==> src/rtl/if_id_skid_reg.sv <==
`default_nettype none
// ============================================================================
// if_id_skid_reg : two-entry skid-buffered IF->ID pipeline register
// Rev 1.0 : initial release
// ============================================================================
module if_id_skid_reg #(
  parameter int DATA_W = 64
) (
  input  logic              clk,
  input  logic              rst,
  input  logic              flush,
  input  logic              in_valid,
  output logic              in_ready,
  input  logic [DATA_W-1:0] in_data,
  output logic              out_valid,
  input  logic              out_ready,
  output logic [DATA_W-1:0] out_data,
  output logic [1:0]        count
);

  // State encoding doubles as the occupancy count.
  typedef enum logic [1:0] {
    S_EMPTY = 2'd0,
    S_BUSY  = 2'd1,
    S_FULL  = 2'd2
  } state_t;

  state_t             r_state;
  state_t             w_state_nxt;
  logic [DATA_W-1:0]  r_main_data;
  logic [DATA_W-1:0]  r_skid_data;
  logic               r_out_valid;
  logic               r_in_ready;

  logic               w_in_fire;
  logic               w_out_fire;
  logic               w_load_main_in;
  logic               w_load_main_skid;
  logic               w_load_skid;

  assign w_in_fire  = in_valid & r_in_ready;
  assign w_out_fire = r_out_valid & out_ready;

  always_comb begin
    w_state_nxt      = r_state;
    w_load_main_in   = 1'b0;
    w_load_main_skid = 1'b0;
    w_load_skid      = 1'b0;
    if (flush) begin
      // Words moving in a flush cycle belong to the squashed path.
      w_state_nxt = S_EMPTY;
    end else begin
      case (r_state)
        S_EMPTY: begin
          if (w_in_fire) begin
            w_state_nxt    = S_BUSY;
            w_load_main_in = 1'b1;
          end
        end
        S_BUSY: begin
          if (w_in_fire && w_out_fire) begin
            w_load_main_in = 1'b1;
          end else if (w_in_fire) begin
            w_state_nxt = S_FULL;
            w_load_skid = 1'b1;
          end else if (w_out_fire) begin
            w_state_nxt = S_EMPTY;
          end
        end
        S_FULL: begin
          if (w_out_fire) begin
            w_state_nxt      = S_BUSY;
            w_load_main_skid = 1'b1;
          end
        end
        default: begin
          w_state_nxt = S_EMPTY;
        end
      endcase
    end
  end

  // Handshake flags are registered from the next state so in_ready never
  // depends combinationally on out_ready; in_ready is the skid-valid complement.
  always_ff @(posedge clk) begin
    if (rst) begin
      r_state     <= S_EMPTY;
      r_out_valid <= 1'b0;
      r_in_ready  <= 1'b1;
      r_main_data <= '0;
      r_skid_data <= '0;
    end else begin
      r_state     <= w_state_nxt;
      r_out_valid <= (w_state_nxt != S_EMPTY);
      r_in_ready  <= (w_state_nxt != S_FULL);
      if (w_load_main_in) begin
        r_main_data <= in_data;
      end else if (w_load_main_skid) begin
        r_main_data <= r_skid_data;
      end
      if (w_load_skid) begin
        r_skid_data <= in_data;
      end
    end
  end

  assign in_ready  = r_in_ready;
  assign out_valid = r_out_valid;
  assign out_data  = r_main_data;
  assign count     = r_state;

endmodule
`default_nettype wire

==> config.mk <==
export PLATFORM = sky130hd
export DESIGN_NAME = if_id_skid_reg
export DESIGN_NICKNAME = d
export VERILOG_FILES = /design/src/rtl/if_id_skid_reg.sv
export SDC_FILE = /design/constraint.sdc
export NUM_CORES = 1
export LEC_CHECK = 0
export BUFFER_PORTS_ARGS = -buffer_cell sky130_fd_sc_hd__buf_2
export CORE_MARGIN = 2
export CORE_UTILIZATION = 30
export CTS_CLUSTER_SIZE = 30
export DETAILED_ROUTE_END_ITERATION = 8
export GPL_TIMING_DRIVEN = 1
export MAX_ROUTING_LAYER = met4
export PLACE_DENSITY = 0.48
export SYNTH_ARGS = -nofsm -noshare
export SYNTH_HDL_FRONTEND = slang
export SYNTH_SLANG_ARGS = --single-unit
export TNS_END_PERCENT = 20
==> constraint.sdc <==
create_clock -name clk -period 1.7 [get_ports clk]
set_clock_uncertainty 0.1 [all_clocks]
set_input_delay 0.17 -clock clk [delete_from_list [all_inputs] [get_ports clk]]
set_output_delay 0.17 -clock clk [all_outputs]
set_load 0.01 [all_outputs]
==> run_results.csv, run 1 <==
group,metric,value,unit
place,dp.cells,1031,
worst_setup_path,worstPathArrival,1.85,ns
yosys,synth_edf_count,0,
yosys,synth_top_area_cell,"dfxtp_1",
die,fp.dieW,144,um
power,ir_drop,696,uV
worst_setup_path,r2r.worst_path.cells,5,
worst_hold_path,holdCritPathClass,"primary input to register",
yosys,synth.top_cell.area_share,0.449,
route,ant_nets,0,
clock_network,cts_tree,"yes",
route,drt-initial-drc-count,507,
clock_network,clk_pin_slew,0.06,ns
yosys,synth_ff_type,"dfxtp_1",
die,initial_core_util,0.305,
finish,syn_to_final_growth,40.4,%
yosys,synthCells,690,
route,totalWireLength,20300,um
yosys,ys_warn_count,0,
die,ios,137,
timing,setup_violations,0,
die,die-area,20800,sq um
worst_setup_path,cp-endpoint,"out_data[21]",
global_route,grt_pass1_wl,30800,um
route,vias_per_cell,5.51,
global_route,grt_pass1_vias,5891,
worst_setup_path,r2r_start,"count[0]",
yosys,synth_most_common_cell,"dfxtp_1",
global_route,overflow,0,
place,dpl.hpwl,12000,um
timing,slew_headroom,0.673,
route,vias,6253,
power,p_total,8160,uW
yosys,syn-cell-area,5890,sq um
yosys,synth_common_cells,"dfxtp_1 (132), o21ai_0 (116), a21oi_1 (65), nand3b_1 (65)",
place,gp_congestion,0.792,
timing,min_period_over_period,0.958,
die,dieHeight,144,um
worst_setup_path,path_max_fanout,15,
power,power_leakage,0.00296,uW
clock_network,cts_root_buf,"clkbuf_16",
yosys,ys_top_cells_by_area,"dfxtp_1 (45%), o21ai_0 (9.9%), a311oi_1 (9.5%)",
worst_setup_path,crit_path_end_kind,"register",
clock_network,cts_sinks,132,
finish,final_cell_count_no_fill,1134,
worst_setup_path,crit_type,"register to register",
clock_network,clock_path_buffers,2,
run_status,status,"complete, no violations",
timing,max_freq,614,MHz
yosys,ys_seq_area_frac,0.449,
clock_network,numCtsBuffers,17,
die,coreArea,19300,sq um
finish,drive_gt1_frac,0.247,
worst_setup_path,regToRegSetupSlack,0.07,ns
timing,timing.final.crit_period,1.63,ns
job,maxCapViolations,0,
global_route,antenna_found_initial,0,
route,wl_per_cell,17.9,um
timing,hold_slack,0.107,ns
yosys,synth.avg_cell_area,8.53,sq um
worst_setup_path,r2r-end,"out_data[21]",
finish,final_core_util,0.427,
route,drc,0,
global_route,grt_usage,0.194,
place,port_buffers,136,
yosys,syn-num-nets,759,
clock_network,clk_latency,0.42,ns
clock_network,htree_levels,4,
global_route,grt_max_degree,75,
yosys,async_flop_share,0,
finish,finalNetCount,924,
worst_setup_path,start_kind,"register",
worst_setup_path,critPathRequiredTime,1.93,ns
timing,tightest_slew,0.490,ns
yosys,ys_types,28,
timing,finalHoldViolCount,0,
die,rows,51,
yosys,synth-seq-cells,132,
worst_setup_path,startpoint,"count[0]",
timing,maxSlewViolCount,0,
route,dr.pass1.iters,5,
power,p_per_area,987,nW/um^2
-- final cells by class --
class                           instances  area [sq um]
Antenna cell                            1          2.50
Clock buffer                           18           439
Multi-Input combinational cell        467          2840
Inverter                                1          3.75
Clock inverter                         14           176
Tap cell                              265           332
Timing Repair Buffer                  236          1830
Fill cell                            1917         11100
Sequential cell                       132          2640
-- worst min path at each step --
stage	startpoint	to	slack, ns	depth (start not counted)
final	rst	r_skid_data[55]	0.11	2
after global placement	in_data[33]	r_skid_data[33]	0.34	3
after CTS	out_ready	in_ready	0.09	3
after detailed placement	in_data[42]	r_skid_data[42]	0.34	3
after global routing	in_valid	count[0]	0.10	3
after floorplan	in_data[0]	r_skid_data[0]	0.22	2
-- kinds of logic (layout without fill, tap and decap cells) --
kind of cell,count (synthesis),count (layout),synth area share
AND/OR/NAND/NOR,205,205,0.210
AO/OA/AOI/OAI,262,262,0.266
other,0,1,0
buffers and inverters,91,269,0.0759
flip-flops,132,132,0.449
-- sequential cells by signal, summed over array words and instances (netlist names) --
signal,flops
count,2
in_ready,1
out_data,64
out_valid,1
r_skid_data,64
-- critical path, stage by stage (launching register included) --
cell and delay (ns):
dfxtp_2 0.36, and4b_4 0.43, buf_12 0.12, clkbuf_16 0.16, nand3b_1 0.08, a311oi_1 0.27
-- stage by stage --
stage	cell area (sq um)	worst slack (ns)	TNS (ns)
after floorplan	5890	0.202	0
after global placement	6880	0.140	0
after detailed placement	6880	0.0190	0
after CTS	8130	0.0206	0
after global routing	8260	-0.00217	-0.00217
final	8270	0.0709	0
-- cells in the final DEF (no fill, tap or decap), types with 2 or more instances in the layout --
master / netlist / routed
buf_2: 30 / 135
dfxtp_1: 132 / 131
o21ai_0: 116 / 116
nand3b_1: 65 / 65
a21oi_1: 65 / 65
nor3_1: 64 / 64
nand3_1: 64 / 64
dlygate4sd3_1: 0 / 64
a311oi_1: 64 / 62
clkbuf_16: 0 / 20
buf_4: 4 / 19
buf_12: 0 / 14
o21ai_1: 13 / 13
clkinvlp_4: 0 / 5
bufinv_16: 0 / 3
inv_6: 0 / 3
nand2_1: 2 / 2
a311oi_2: 0 / 2
clkinv_4: 0 / 2
-- power by group --
| part | switching (uW) | leakage [uW] | internal, uW | total [uW] |
|---|---|---|---|---|
| logic | 578 | 0.00160 | 455 | 1030 |
| registers | 70.4 | 0.00108 | 3230 | 3300 |
| clock network | 1470 | 0.000286 | 2360 | 3820 |
-- metal layers --
metal | share of wire | up-vias | track usage
met5 | 0 | - | -
met1 | 0.44 | 3050 | 0.239
li1 | - | 2948 | -
met4 | 0.022 | 0 | 0.0841
met2 | 0.49 | 217 | 0.315
met3 | 0.046 | 38 | 0.0338
-- what timing repair did --
item,in CTS,in global routing
setup buffers,0,3
hold buffers,64,0
resized for setup,0,5
endpoints found under the setup margin,0,40
hold endpoints to repair,64,0
(Power assumes the default switching activity.)
==> run 2: changes to the inputs <==
--- a/config.mk
+++ b/config.mk
@@ -8,6 +8,8 @@
 export BUFFER_PORTS_ARGS = -buffer_cell sky130_fd_sc_hd__buf_2
 export CORE_MARGIN = 2
 export CORE_UTILIZATION = 30
+export CTS_BUF_LIST = sky130_fd_sc_hd__clkbuf_16
+export CTS_CLUSTER_DIAMETER = 80
 export CTS_CLUSTER_SIZE = 30
 export DETAILED_ROUTE_END_ITERATION = 8
 export GPL_TIMING_DRIVEN = 1
==> run_results.csv, run 2 (synthesized netlist as in run 1, its figures left out) <==
group,metric,value,unit
finish,final_cell_mix,"buf_2 (135), dfxtp_1 (131), o21ai_0 (116)",
timing,tns,0,ns
global_route,grt_max_degree,75,
route,dr.pass1.iters,5,
worst_setup_path,crit_path_end_kind,"register",
timing,finalHoldViolCount,0,
global_route,grt_pass1_wl,30800,um
timing,timing.final.crit_period,1.63,ns
timing,setup_violations,0,
route,vias_per_cell,5.49,
place,dp.cells,1031,
worst_setup_path,worstPathArrival,1.86,ns
worst_setup_path,startpoint,"count[0]",
clock_network,clk_pin_slew,0.06,ns
die,die-area,20800,sq um
worst_setup_path,critPathRequiredTime,1.93,ns
global_route,antenna_found_initial,0,
global_route,grt_pass1_vias,5891,
worst_setup_path,r2r_start,"count[0]",
die,ios,137,
worst_hold_path,holdPathStages,2,
worst_hold_path,holdCritPathClass,"primary input to register",
global_route,grt_usage,0.194,
timing,slew_headroom,0.674,
worst_setup_path,r2r.worst_path.cells,5,
die,coreArea,19300,sq um
clock_network,clock_path_buffers,2,
route,drc,0,
route,ant_nets,0,
timing,max_freq,612,MHz
route,vias,6229,
die,rows,51,
finish,final_cell_count_no_fill,1134,
finish,syn_to_final_growth,40.2,%
route,totalWireLength,20300,um
power,ir_drop,702,uV
clock_network,cts_tree,"yes",
finish,finalNetCount,924,
finish,fillCellCount,1918,
power,power_leakage,0.00296,uW
power,p_total,8120,uW
worst_setup_path,crit_type,"register to register",
finish,layout_commonest_cell,"buf_2",
run_status,status,"complete, no violations",
worst_setup_path,start_kind,"register",
place,gp_congestion,0.792,
worst_setup_path,path_max_fanout,15,
die,fp.dieW,144,um
die,initial_core_util,0.305,
worst_setup_path,r2r-end,"out_data[21]",
clock_network,cts_root_buf,"clkbuf_16",
timing,maxSlewViolCount,0,
timing,min_period_over_period,0.962,
route,wl_per_cell,17.9,um
clock_network,cts_sinks,132,
clock_network,numCtsBuffers,17,
power,p_per_area,983,nW/um^2
timing,tightest_slew,0.490,ns
worst_setup_path,cp-endpoint,"out_data[21]",
job,maxCapViolations,0,
place,port_buffers,136,
global_route,overflow,0,
worst_setup_path,regToRegSetupSlack,0.07,ns
clock_network,clk_latency,0.42,ns
finish,drive_gt1_frac,0.245,
place,dpl.hpwl,12000,um
route,drt-initial-drc-count,453,
die,dieHeight,144,um
clock_network,htree_levels,4,
==> run 2: changes by cell type in the layout (fill, tap and decap cells not counted), sizes merged <==
cell	before	now
clkinv	3	4
clkbuf	21	20
==> run 2: timing repair <==
item | in CTS | in global routing
endpoints found under the setup margin | 0 | 40
resized for setup | 0 | 5
buffers inserted | 0 | 3
hold buffers | 64 | 0
hold endpoints to repair | 64 | 0
==> run 2: critical path, cell delays in order (launching register included) <==
cell       delay (ns)
dfxtp_2          0.36
and4b_4          0.43
buf_12           0.13
clkbuf_16        0.16
nand3b_1         0.09
a311oi_1         0.27
==> run 2: per-layer routing <==
layer  up-vias  part of all wire  GRT usage
met5         -                 0          -
met4         0             0.023     0.0841
met3        40             0.050     0.0338
met2       224              0.49      0.315
met1      3018              0.43      0.239
li1       2947                 -          -
==> run 2: area by class of cell <==
type	instances	area, sq um	area share
multi-input combinational	467	2840	0.344
sequential	132	2640	0.320
timing repair buffer	236	1830	0.221
clock buffer	17	425	0.0515
tap	265	332	0.0402
clock inverter	15	180	0.0218
inverter	1	3.75	0.000455
antenna	1	2.50	0.000303
==> run 2: where the power goes <==
part | switching, uW | total, uW | internal [uW]
logic | 578 | 1030 | 455
clock network | 1470 | 3780 | 2310
registers | 70.8 | 3300 | 3230
==> run 2: worst min-delay path by stage <==
stage          slack (ns)         endpoint   startpoint
2_1_floorplan        0.22   r_skid_data[0]   in_data[0]
3_3_place_gp         0.34  r_skid_data[33]  in_data[33]
3_5_place_dp         0.34  r_skid_data[42]  in_data[42]
4_1_cts              0.09         in_ready    out_ready
5_1_grt              0.10         count[0]     in_valid
6_report             0.11  r_skid_data[55]          rst
==> run 2: through the flow <==
step | utilization | hold WS (ns) | setup slack (ns) | area, sq um
3_3_place_gp | 0.356 | 0.337 | 0.140 | 6880
3_5_place_dp | 0.356 | 0.344 | 0.0190 | 6880
2_1_floorplan | - | 0.218 | 0.202 | 5890
6_report | 0.427 | 0.108 | 0.0650 | 8260
5_1_grt | 0.427 | 0.103 | -0.00217 | 8250
4_1_cts | 0.420 | 0.0903 | 0.0206 | 8120
==> run 3: changes to the inputs <==
--- a/config.mk
+++ b/config.mk
@@ -6,7 +6,6 @@
 export NUM_CORES = 1
 export LEC_CHECK = 0
 export BUFFER_PORTS_ARGS = -buffer_cell sky130_fd_sc_hd__buf_2
-export CORE_MARGIN = 2
 export CORE_UTILIZATION = 30
 export CTS_BUF_LIST = sky130_fd_sc_hd__clkbuf_16
 export CTS_CLUSTER_DIAMETER = 80
@@ -18,4 +17,3 @@
 export SYNTH_ARGS = -nofsm -noshare
 export SYNTH_HDL_FRONTEND = slang
 export SYNTH_SLANG_ARGS = --single-unit
-export TNS_END_PERCENT = 20
==> run_results.csv, run 3 (synthesized netlist as in run 1, its figures left out) <==
group,metric,value,unit
worst_setup_path,critPathRequiredTime,1.94,ns
finish,syn_to_final_growth,36.1,%
timing,min_period_over_period,0.934,
power,power_leakage,0.00286,uW
finish,final_cell_mix,"buf_2 (135), dfxtp_1 (129), o21ai_0 (116)",
route,drc,0,
route,drt-initial-drc-count,465,
place,port_buffers,136,
worst_setup_path,crit_slowest_cell,"dfxtp_1",
timing,finalHoldViolCount,0,
timing,maxSlewViolCount,0,
route,totalWireLength,19500,um
worst_setup_path,r2r_start,"in_ready",
worst_setup_path,cp_top_family,"simple AND/OR/NAND/NOR gates",
clock_network,clk_latency,0.41,ns
route,vias_per_cell,5.48,
timing,tns,0,ns
worst_setup_path,path_depth,4,
worst_setup_path,cp_slowest_stage_delay,0.45,ns
worst_setup_path,crit_path_end_kind,"register",
die,fp.dieW,142,um
worst_setup_path,crit_type,"register to register",
place,dpl.hpwl,11300,um
worst_setup_path,crit_buf_inv,1,
global_route,grt_pass1_vias,5713,
timing,hold_slack,0.103,ns
route,dr.pass1.iters,5,
clock_network,cts_sinks,132,
finish,fillCellCount,1875,
die,die-area,20200,sq um
global_route,grt_pass1_wl,30000,um
worst_hold_path,hp-start,"out_ready",
route,ant_nets,0,
power,p_per_area,940,nW/um^2
worst_hold_path,holdCritPathClass,"primary input to register",
clock_network,cts_root_buf,"clkbuf_16",
timing,tightest_slew,0.537,ns
worst_setup_path,r2r-end,"r_skid_data[0]",
timing,setup_violations,0,
worst_hold_path,whs_endpoint,"in_ready",
run_status,status,"complete, no violations",
power,p_total,7540,uW
finish,final_core_util,0.423,
global_route,grt_usage,0.195,
worst_setup_path,start_kind,"register",
global_route,antenna_found_initial,1,
route,vias,6117,
die,dieHeight,142,um
timing,slew_headroom,0.642,
global_route,grt_max_degree,129,
die,ios,137,
worst_setup_path,regToRegSetupSlack,0.11,ns
clock_network,cts_tree,"yes",
worst_setup_path,path_max_fanout,31,
timing,rsz0062_at_grt,"false",
clock_network,clock_path_buffers,2,
worst_setup_path,crit_chain,"and4bb_4 -> buf_4 -> nand3_1 -> a21oi_1",
clock_network,htree_levels,4,
clock_network,clk_pin_slew,0.06,ns
die,coreArea,19000,sq um
global_route,overflow,0,
timing,max_freq,630,MHz
die,initial_core_util,0.311,
worst_setup_path,r2r.worst_path.cells,4,
finish,finalNetCount,915,
job,maxCapViolations,0,
route,wl_per_cell,17.5,um
finish,layout_commonest_cell,"buf_2",
die,rows,50,
finish,drive_gt1_frac,0.225,
worst_setup_path,worstPathArrival,1.82,ns
power,ir_drop,696,uV
worst_hold_path,holdPathStages,3,
place,gp_congestion,0.754,
clock_network,numCtsBuffers,17,
timing,timing.final.crit_period,1.59,ns
## run 3: what timing repair did
item                                    CTS  global route
buffers inserted                          0             1
resized for setup                         0             5
hold endpoints to repair                 64             0
hold buffers                             64             0
endpoints found under the setup margin    0            21
## run 3: worst max-delay path by stage
| stage | from | end | slack, ns |
|---|---|---|---|
| 6_report | in_ready | r_skid_data[0] | 0.11 |
| 5_1_grt | count[0] | out_data[21] | 0.04 |
| 4_1_cts | out_valid | out_data[50] | 0.09 |
| 3_5_place_dp | count[0] | out_data[34] | 0.07 |
| 3_3_place_gp | count[0] | out_data[39] | 0.15 |
| 2_1_floorplan | count[0] | r_skid_data[44] | 0.20 |
## run 3: routing by layer
layer,vias up,wire length (um),global-route usage
met3,23,957,0.0363
met2,222,9250,0.301
li1,2923,-,-
met1,2949,9020,0.250
met4,0,280,0.0787
met5,-,0,-
## run 3: stage by stage
step           std cells  cell area [sq um]  setup WS (ns)
6_report            1117               8010          0.112
5_1_grt             1117               8010         0.0383
4_1_cts             1113               7940         0.0866
3_5_place_dp        1020               6800         0.0717
3_3_place_gp        1020               6800          0.154
2_1_floorplan        690               5890          0.202
## run 3: layout make-up
cell class                      count  area [sq um]  area share
Tap cell                          260           325      0.0406
Clock buffer                       17           425      0.0531
Sequential cell                   132          2650       0.330
Multi-Input combinational cell    467          2830       0.353
Inverter                            1          3.75    0.000468
Timing Repair Buffer              227          1710       0.213
Antenna cell                        1          2.50    0.000312
Clock inverter                     12          76.3     0.00952
## run 3: where the power goes
| part | internal (uW) | switching, uW |
|---|---|---|
| logic | 439 | 566 |
| registers | 3230 | 70.8 |
| clock network | 1930 | 1300 |
| total | 5600 | 1930 |
## run 3: worst reg2reg max path: stages (launching register included)
cell and delay, ns:
dfxtp_1 0.45, and4bb_4 0.33, buf_4 0.36, nand3_1 0.14
a21oi_1 0.15
